<file path="src/rtl/sdram_bus_arbiter.sv">
// Hands the shared SDRAM pin bus between the camera (0) and HPS (1) controllers with a drain + NOP guard gap.
// Pins are registered once and always follow the registered owner; masters must release and report idle to hand over.
module sdram_bus_arbiter #(
  parameter int GUARD_CYCLES = 4,
  parameter int MAX_HOLD     = 4096
) (
  input  logic        CLOCK_50_i,
  input  logic        RESET_N_i,
  input  logic        pref_cam_i,
  input  logic [1:0]  m_req_i,
  input  logic [1:0]  m_idle_i,
  output logic [1:0]  m_gnt_o,
  output logic [1:0]  m_yield_o,
  input  logic [3:0]  m0_cmd_i,
  input  logic [12:0] m0_addr_i,
  input  logic [1:0]  m0_ba_i,
  input  logic [1:0]  m0_dqm_i,
  input  logic        m0_cke_i,
  input  logic [3:0]  m1_cmd_i,
  input  logic [12:0] m1_addr_i,
  input  logic [1:0]  m1_ba_i,
  input  logic [1:0]  m1_dqm_i,
  input  logic        m1_cke_i,
  output logic [3:0]  dram_cmd_o,
  output logic [12:0] dram_addr_o,
  output logic [1:0]  dram_ba_o,
  output logic [1:0]  dram_dqm_o,
  output logic        dram_cke_o,
  output logic [1:0]  owner_o
);

  typedef struct packed {
    logic [3:0]  cmd;
    logic [12:0] addr;
    logic [1:0]  ba;
    logic [1:0]  dqm;
    logic        cke;
  } pins_t;

  typedef enum logic [1:0] {IDLE, OWN, DRAIN, GUARD} state_t;

  localparam int HW = (MAX_HOLD < 1) ? 1 : $clog2(MAX_HOLD + 1);
  localparam logic [HW-1:0] HOLD_MAX = HW'(MAX_HOLD);
  localparam logic [7:0] GUARD_LOAD = 8'(GUARD_CYCLES - 1);
  localparam pins_t PINS_NOP = '{cmd: 4'b1111, addr: 13'd0, ba: 2'd0, dqm: 2'b11, cke: 1'b1};

  state_t        state_q, state_d;
  logic          cur_q, cur_d;
  logic [7:0]    guard_q, guard_d;
  logic [HW-1:0] hold_q, hold_d;
  logic [1:0]    pref_q;
  logic          pref_sync;
  logic [1:0]    gnt_q, gnt_d;
  logic [1:0]    yield_q, yield_d;
  logic [1:0]    owner_q, owner_d;
  pins_t         pins_q, pins_d;
  pins_t         m0_pins, m1_pins;

  assign pref_sync = pref_q[1];
  assign m0_pins   = '{cmd: m0_cmd_i, addr: m0_addr_i, ba: m0_ba_i, dqm: m0_dqm_i, cke: m0_cke_i};
  assign m1_pins   = '{cmd: m1_cmd_i, addr: m1_addr_i, ba: m1_ba_i, dqm: m1_dqm_i, cke: m1_cke_i};

  always_ff @(posedge CLOCK_50_i or negedge RESET_N_i) begin
    if (!RESET_N_i) begin
      state_q <= IDLE;
      cur_q   <= 1'b0;
      guard_q <= '0;
      hold_q  <= '0;
      pref_q  <= '0;
      gnt_q   <= '0;
      yield_q <= '0;
      owner_q <= '0;
      pins_q  <= PINS_NOP;
    end else begin
      state_q <= state_d;
      cur_q   <= cur_d;
      guard_q <= guard_d;
      hold_q  <= hold_d;
      pref_q  <= {pref_q[0], pref_cam_i};
      gnt_q   <= gnt_d;
      yield_q <= yield_d;
      owner_q <= owner_d;
      pins_q  <= pins_d;
    end
  end

  always_comb begin
    state_d = state_q;
    cur_d   = cur_q;
    guard_d = guard_q;
    hold_d  = hold_q;
    unique case (state_q)
      IDLE: begin
        if (|m_req_i) begin
          state_d = OWN;
          cur_d   = (&m_req_i) ? ~pref_sync : m_req_i[1];
          hold_d  = '0;
        end
      end
      OWN: begin
        if (!m_req_i[cur_q]) begin
          state_d = DRAIN;
        end else if (m_req_i[~cur_q]) begin
          if (hold_q != HOLD_MAX) hold_d = hold_q + 1'b1;
        end else if (hold_q != HOLD_MAX) begin
          // waiter gave up before saturating: its patience starts over
          hold_d = '0;
        end
      end
      DRAIN: begin
        if (m_idle_i[cur_q]) begin
          state_d = GUARD;
          guard_d = GUARD_LOAD;
        end
      end
      GUARD: begin
        if (guard_q == 8'd0) state_d = IDLE;
        else                 guard_d = guard_q - 8'd1;
      end
      default: state_d = IDLE;
    endcase
  end

  // Outputs are decoded from next state so grant, owner and pins all update on the same edge
  always_comb begin
    gnt_d   = '0;
    yield_d = '0;
    owner_d = '0;
    pins_d  = PINS_NOP;
    if (state_d == OWN) gnt_d[cur_d] = 1'b1;
    if (state_d == OWN || state_d == DRAIN) begin
      owner_d[cur_d] = 1'b1;
      pins_d         = cur_d ? m1_pins : m0_pins;
    end
    if (MAX_HOLD > 0 && state_d == OWN && hold_d == HOLD_MAX) yield_d[cur_d] = 1'b1;
  end

  assign m_gnt_o     = gnt_q;
  assign m_yield_o   = yield_q;
  assign owner_o     = owner_q;
  assign dram_cmd_o  = pins_q.cmd;
  assign dram_addr_o = pins_q.addr;
  assign dram_ba_o   = pins_q.ba;
  assign dram_dqm_o  = pins_q.dqm;
  assign dram_cke_o  = pins_q.cke;

endmodule

</file>
<file path="config.mk">
export PLATFORM = sky130hd
export DESIGN_NAME = sdram_bus_arbiter
export DESIGN_NICKNAME = d
export VERILOG_FILES = /design/src/rtl/sdram_bus_arbiter.sv
export SDC_FILE = /design/constraint.sdc
export NUM_CORES = 1
export LEC_CHECK = 0
export CAP_MARGIN = 20
export CELL_PAD_IN_SITES_DETAIL_PLACEMENT = 2
export CELL_PAD_IN_SITES_GLOBAL_PLACEMENT = 2
export CORE_AREA = 2 2 88 90
export DETAILED_ROUTE_END_ITERATION = 10
export DIE_AREA = 0 0 90 92
export DONT_BUFFER_PORTS = 1
export PLACE_DENSITY_LB_ADDON = 0.1
export SLEW_MARGIN = 20
export SYNTH_ARGS = -nofsm -noshare
export SYNTH_HDL_FRONTEND = slang
export SYNTH_SLANG_ARGS = --single-unit
</file>
<file path="constraint.sdc">
create_clock -name CLOCK_50_i -period 3.42 [get_ports CLOCK_50_i]
set_clock_uncertainty 0.2 [all_clocks]
set_input_delay 0.684 -clock CLOCK_50_i [delete_from_list [all_inputs] [get_ports CLOCK_50_i]]
set_output_delay 0.684 -clock CLOCK_50_i [all_outputs]
set_load 0.01 [all_outputs]
</file>
# == Word level (Yosys, flattened, before mapping) ==
# Index checks and enable logic that the tools add are counted.
# classes
magnitude_cmp,4
addsub,2
bitwise_logic,2
n_eq_ne,9
reduce_logical,9
n_mux,30
# op_table
operator,n
$mux 13,5
$mux 22,2
$pmux 13 s2,1
$mux 8,2
$pmux 8 s2,1
$mux 2,7
$add 13x1->13 const B,1
$eq 13x13->1 const B,1
$ne 13x13->1 const B,1
$mux 1,10
$logic_not 8->1,1
$pmux 2 s4,1
$sub 8x1->8 const B,1
$eq 2x2->1 const B,3
$lt 1x2->1 const B,3
$eq 2x1->1 const B,2
$ne 2x2->1 const B,2
$reduce_and 3->1,1
$logic_and 1x1->1,2
$logic_not 2->1,1
$not 1->1,2
$reduce_and 2->1,1
$reduce_bool 2->1,1
$reduce_or 2->1,1
3 further kinds,3
# word_totals
output_inout_bits,28
register_bits,54
elab_cells,69
in_bits,51

# == Depth between registers and ports, before layout ==
# depth
word_depth,9
depth_mapped,12
ltp_nobuf,12

# == Worst setup path after synthesis ==
# Ideal clock, no wire load.
# synth_timing
path_kind,register -> register
start,reg hold_q[0]
end,reg yield_q[0] (netlist: m_yield_o[0])
path_stages_with_launch,12
arrival_time_ns,2.345
path_buffers,0
path_slack_ns,0.808
period_less_slack_ns,2.612
required_ns,3.153
setup_ns,0.067
path_cell_list,dfrtp_1 inv_1 ha_1 nor4b_1 and3_1 ha_1 mux2i_1 a32o_2 a2111oi_4 nand4bb_1 nor4b_2 and3_1
# synth_between
elab_chain_cells,8
word_cells_on_any_way,11
cone_classes,1 x add/sub; 2 x eq/ne; 7 x mux; 1 x reduce/logical
# synth_lines
element,line,rtl
start: declaration,50,"logic [HW-1:0] hold_q, hold_d;"
start signal: assignment,78,hold_q <= hold_d;
$add 13x1->13 or $ne 13x13->1 (tied branches),"104, 105",
$mux 13 (on tied branches),"104, 105",
$mux 13,103,end else if (m_req_i[~cur_q]) begin
$mux 13,101,if (!m_req_i[cur_q]) begin
$pmux 13 s2 (*),92,unique case (state_q)
named net hold_d[0],50,
$eq 13x13->1 (*),135,if (MAX_HOLD > 0 && state_d == OWN && hold_d == HOLD_MAX) yield_d[cur_d] = 1'b1;
$logic_and 1x1->1 (*),135,
$mux 2 (*),135,
named net yield_d[0],54,"logic [1:0] yield_q, yield_d;"
end signal: assignment,81,yield_q <= yield_d;
end: declaration,54,
# The timed path passes the listed nets; every way through them passes the cells marked *.
# A chain may end at the register's enable or synchronous reset.

# == Worst setup path in the final report ==
# layout_timing
start,reg guard_q[2]
end,reg yield_q[1] (netlist: m_yield_o[1])
# layout_between
elab_chain_cells,6
# layout_lines
element,line,rtl
start: declaration,49,"logic [7:0] guard_q, guard_d;"
start signal: assignment,77,guard_q <= guard_d;
$logic_not 8->1,117,if (guard_q == 8'd0) state_d = IDLE;
$mux 2,117,
$pmux 2 s4,92,
$eq 2x1->1,135,
$logic_and 1x1->1,135,
$mux 2,135,
named net yield_d[1],54,
# The timed path passes the listed nets, and every way through them passes these cells.

==> summary.md <==
• **final hold violations** 0
• **largest area contributor in the netlist** sky130_fd_sc_hd__dfrtp_1
• **net count of the finished layout** 344
• **CTS tree** built
• **area growth from synthesis to layout** 9.79%
• **result of the run** complete, no violations
• **starting utilization of the core area** 35.9%
• **Worst-path clk slew** 0.11 ns
• **final routed wirelength across all metal layers** 7170 µm
• **Die ar.** 8280 µm²
• **FMAX** 341 MHz
• **summed negative setup slack over all endpoints** 0 ns
• **summed instance area of the synthesized netlist** 2670 µm²
• **Critical Path Start** guard_q[2]$_DFFE_PN0P_
• **global-route wire length before repair** 11700 µm
• **Vias** 2127
• **Die Y** 92 µm
• **fraction of the yosys area taken by sequential cells** 50.9%
• **hpwl dp** 5200 µm
• **total power density per cell area** 923 nW/µm²
• **source-to-sink clock delay at the later pin of the worst-skew pair** 0.31 ns
• **synth top area cells** sky130_fd_sc_hd__dfrtp_1 (44%), sky130_fd_sc_hd__nand2_1 (8.4%), sky130_fd_sc_hd__dfstp_2 (6.9%)
• **number of buffer and inverter stages on the critical path** 1
• **average routed wire per standard cell** 18.3 µm
• **number of optimization iterations in the first detailed-route pass** 4
• **share of the clock period used by the worst path after layout** 85.8%
• **startpoint type of the worst setup path** flip-flop
• **IR Drop Worst-Case VDD** 387 µV
• **Slew Limit Fails** 0
• **top flip-flop cell by instance count after synthesis** sky130_fd_sc_hd__dfrtp_1
• **transition time at the pin with the least slew margin** 0.754 ns
• **minimum period implied by the final worst setup slack** 2.93 ns
• **overall routing resource usage** 17.8%
• **count of maximum capacitance violations** 0
• **commonest non-fill, non-tap cells in the layout** sky130_fd_sc_hd__nand2_1 (60), sky130_fd_sc_hd__dfrtp_1 (47), sky130_fd_sc_hd__a21oi_1 (25)
• **number of nets still failing antenna checks after routing** 0
• **Worst setup EP type** flip-flop
• **Synth async-reset ratio** 100%
• **startpoint of the worst register-to-register path** guard_q[2]$_DFFE_PN0P_
• **category of the most critical setup path** flip-flop to flip-flop
• **Arrival @ worst endpoint** 2.99 ns
• **final core utilization** 39.4%
• **CTS Buffer Depth** 2
• **Total Power Consumption** 2710 µW
• **GRT overflow** 0
• **cell family contributing the most delay on the critical path** simple AND/OR/NAND/NOR gates
• **number of port buffers** 0
• **worst min-delay path class** input pin to asynchronous set/reset pin
• **buffers inserted by post-CTS timing repair** 0
• **number of H-tree levels** 2
• **pin count of the biggest net entering global routing** 55
• **sink count of the clock tree** 54
• **Top-Level Pins** 79
• **cell with the biggest individual delay on the critical path** sky130_fd_sc_hd__or4_1
• **share of layout cells above drive strength 1** 11.1%
• **Most common cell on crit path** sky130_fd_sc_hd__nor2_1
• **global placement routability congestion** 0.812
• **buffer type at the clock tree root** sky130_fd_sc_hd__clkbuf_8
• **number of synthesized flops with an enable pin** 0
• **number of antenna violations at the first check in global routing** 1
• **floorplan row count** 32
• **flops & latches, synth** 54
• **Yosys top cell area share** 44.0%
• **horizontal extent of the die** 90 µm
• **mean area per synthesized cell** 9.31 µm²
• **required time at the worst-slack endpoint** 3.47 ns
• **Floorplan Core Area** 7450 µm²
• **count of endpoints failing setup in the final report** 0
• **hold buffers post-CTS** 1
• **library cells used by synthesis** 48
• **worst-path cell chain** or4_1 -> nor2_1 -> a31oi_1 -> nor2_1 -> ha_1 -> inv_1 -> a2111oi_4 -> nand4bb_1 -> nor4b_2 -> and3_1
• **Synth Net Count** 343
• **setup repair after global routing missed its margin** no
• **Slew HR** 49.1%
• **highest cell delay on the worst timing path** 0.53 ns
• **CTS Buf Count** 5
• **number of instances resized during post-cts repair** 0
• **drt first-iter violations** 62
• **DRC errors left** 0
• **leak pwr** 0.00128 µW
• **count of synthesis-stage warnings from yosys** 0
• **Syn Inst Count** 287
• **number of global-route vias before repair** 2233
• **most common cell after layout, fill and taps aside** sky130_fd_sc_hd__nand2_1
• **Layout fillers** 847
• **mean number of vias per cell** 5.43
• **maximum net fanout on the critical path** 8
## through the flow
stage / setup slack (ns) / instances / cell area (µm²) / hold slack [ns]
4_1_cts: 0.422 / 391 / 2930 / 0.0254
5_1_grt: 0.203 / 391 / 2930 / 0.0166
2_1_floorplan: 0.808 / 287 / 2670 / 0.131
6_report: 0.486 / 392 / 2930 / 0.00512
3_5_place_dp: 0.466 / 382 / 2790 / 0.150
3_3_place_gp: 0.581 / 382 / 2790 / 0.133
## power breakdown
part | switching, µW | total (µW) | leakage, µW | internal, µW
Clock | 234 | 456 | 0.0000587 | 223
Combinational | 723 | 1170 | 0.000533 | 445
Sequential | 208 | 1080 | 0.000691 | 874
## registers in the layout (all words and copies together), names as in the netlist, 4 cells and up
name         cells
hold_q          13
guard_q          8
dram_cmd_o       4
dram_addr_o     13
## worst paths after layout
path | end | slack [ns] | depth (start not counted)
max | m_yield_o[1]$_DFF_PN0_ | 0.49 | 10
min | hold_q[11]$_DFF_PN0_ | 0.005 | 1
max reg2reg | m_yield_o[1]$_DFF_PN0_ | 0.49 | 10
min reg2reg | pref_q[1]$_DFF_PN0_ | 0.16 | 0
max in group asynchronous | dram_cmd_o[3]$_DFF_PN1_ | 2.72 | 1
min in group CLOCK_50_i | pref_q[1]$_DFF_PN0_ | 0.16 | 0
## cells in the mapped netlist, drive strengths merged, types with 4 or more instances
| master | count |
|---|---|
| nand2 | 60 |
| dfrtp | 47 |
| a21oi | 25 |
| nor2 | 20 |
| inv | 11 |
| nand3 | 10 |
| clkbuf | 9 |
| o21ai | 9 |
| nor3 | 8 |
| dfstp | 7 |
| nand3b | 7 |
| a31oi | 6 |
| mux2i | 6 |
| buf | 5 |
| ha | 5 |
| nand2b | 5 |
| and3 | 4 |
## layer usage
metal  vias up  routed length (µm)  global-route usage, %
met1      1076                3250                   23.0
met5         -                   0                      0
met2        50                3420                   29.2
met4         0                  69                   4.87
met3         4                 423                   5.26
li1        997                   -                      -
## final cells by class
type | count | area, µm² | area share (%)
clock inverter | 3 | 47.5 | 1.62
clock buffer | 5 | 68.8 | 2.35
sequential | 54 | 1360 | 46.4
multi-input combinational | 207 | 1200 | 41.0
inverter | 12 | 45.0 | 1.54
antenna | 1 | 2.50 | 0.0853
timing repair buffer | 8 | 80.1 | 2.73
tap | 102 | 128 | 4.35
## kinds of logic after synthesis
kind of cell             share of synthesized area, %
adder cells (fa/ha/maj)                          2.34
multiplexers                                     3.23
buffers and inverters                            4.12
AND/OR/NAND/NOR                                  24.0
XOR/XNOR                                         1.97
AO/OA/AOI/OAI                                    13.4
flip-flops                                       50.9
(Power assumes the default switching activity.)
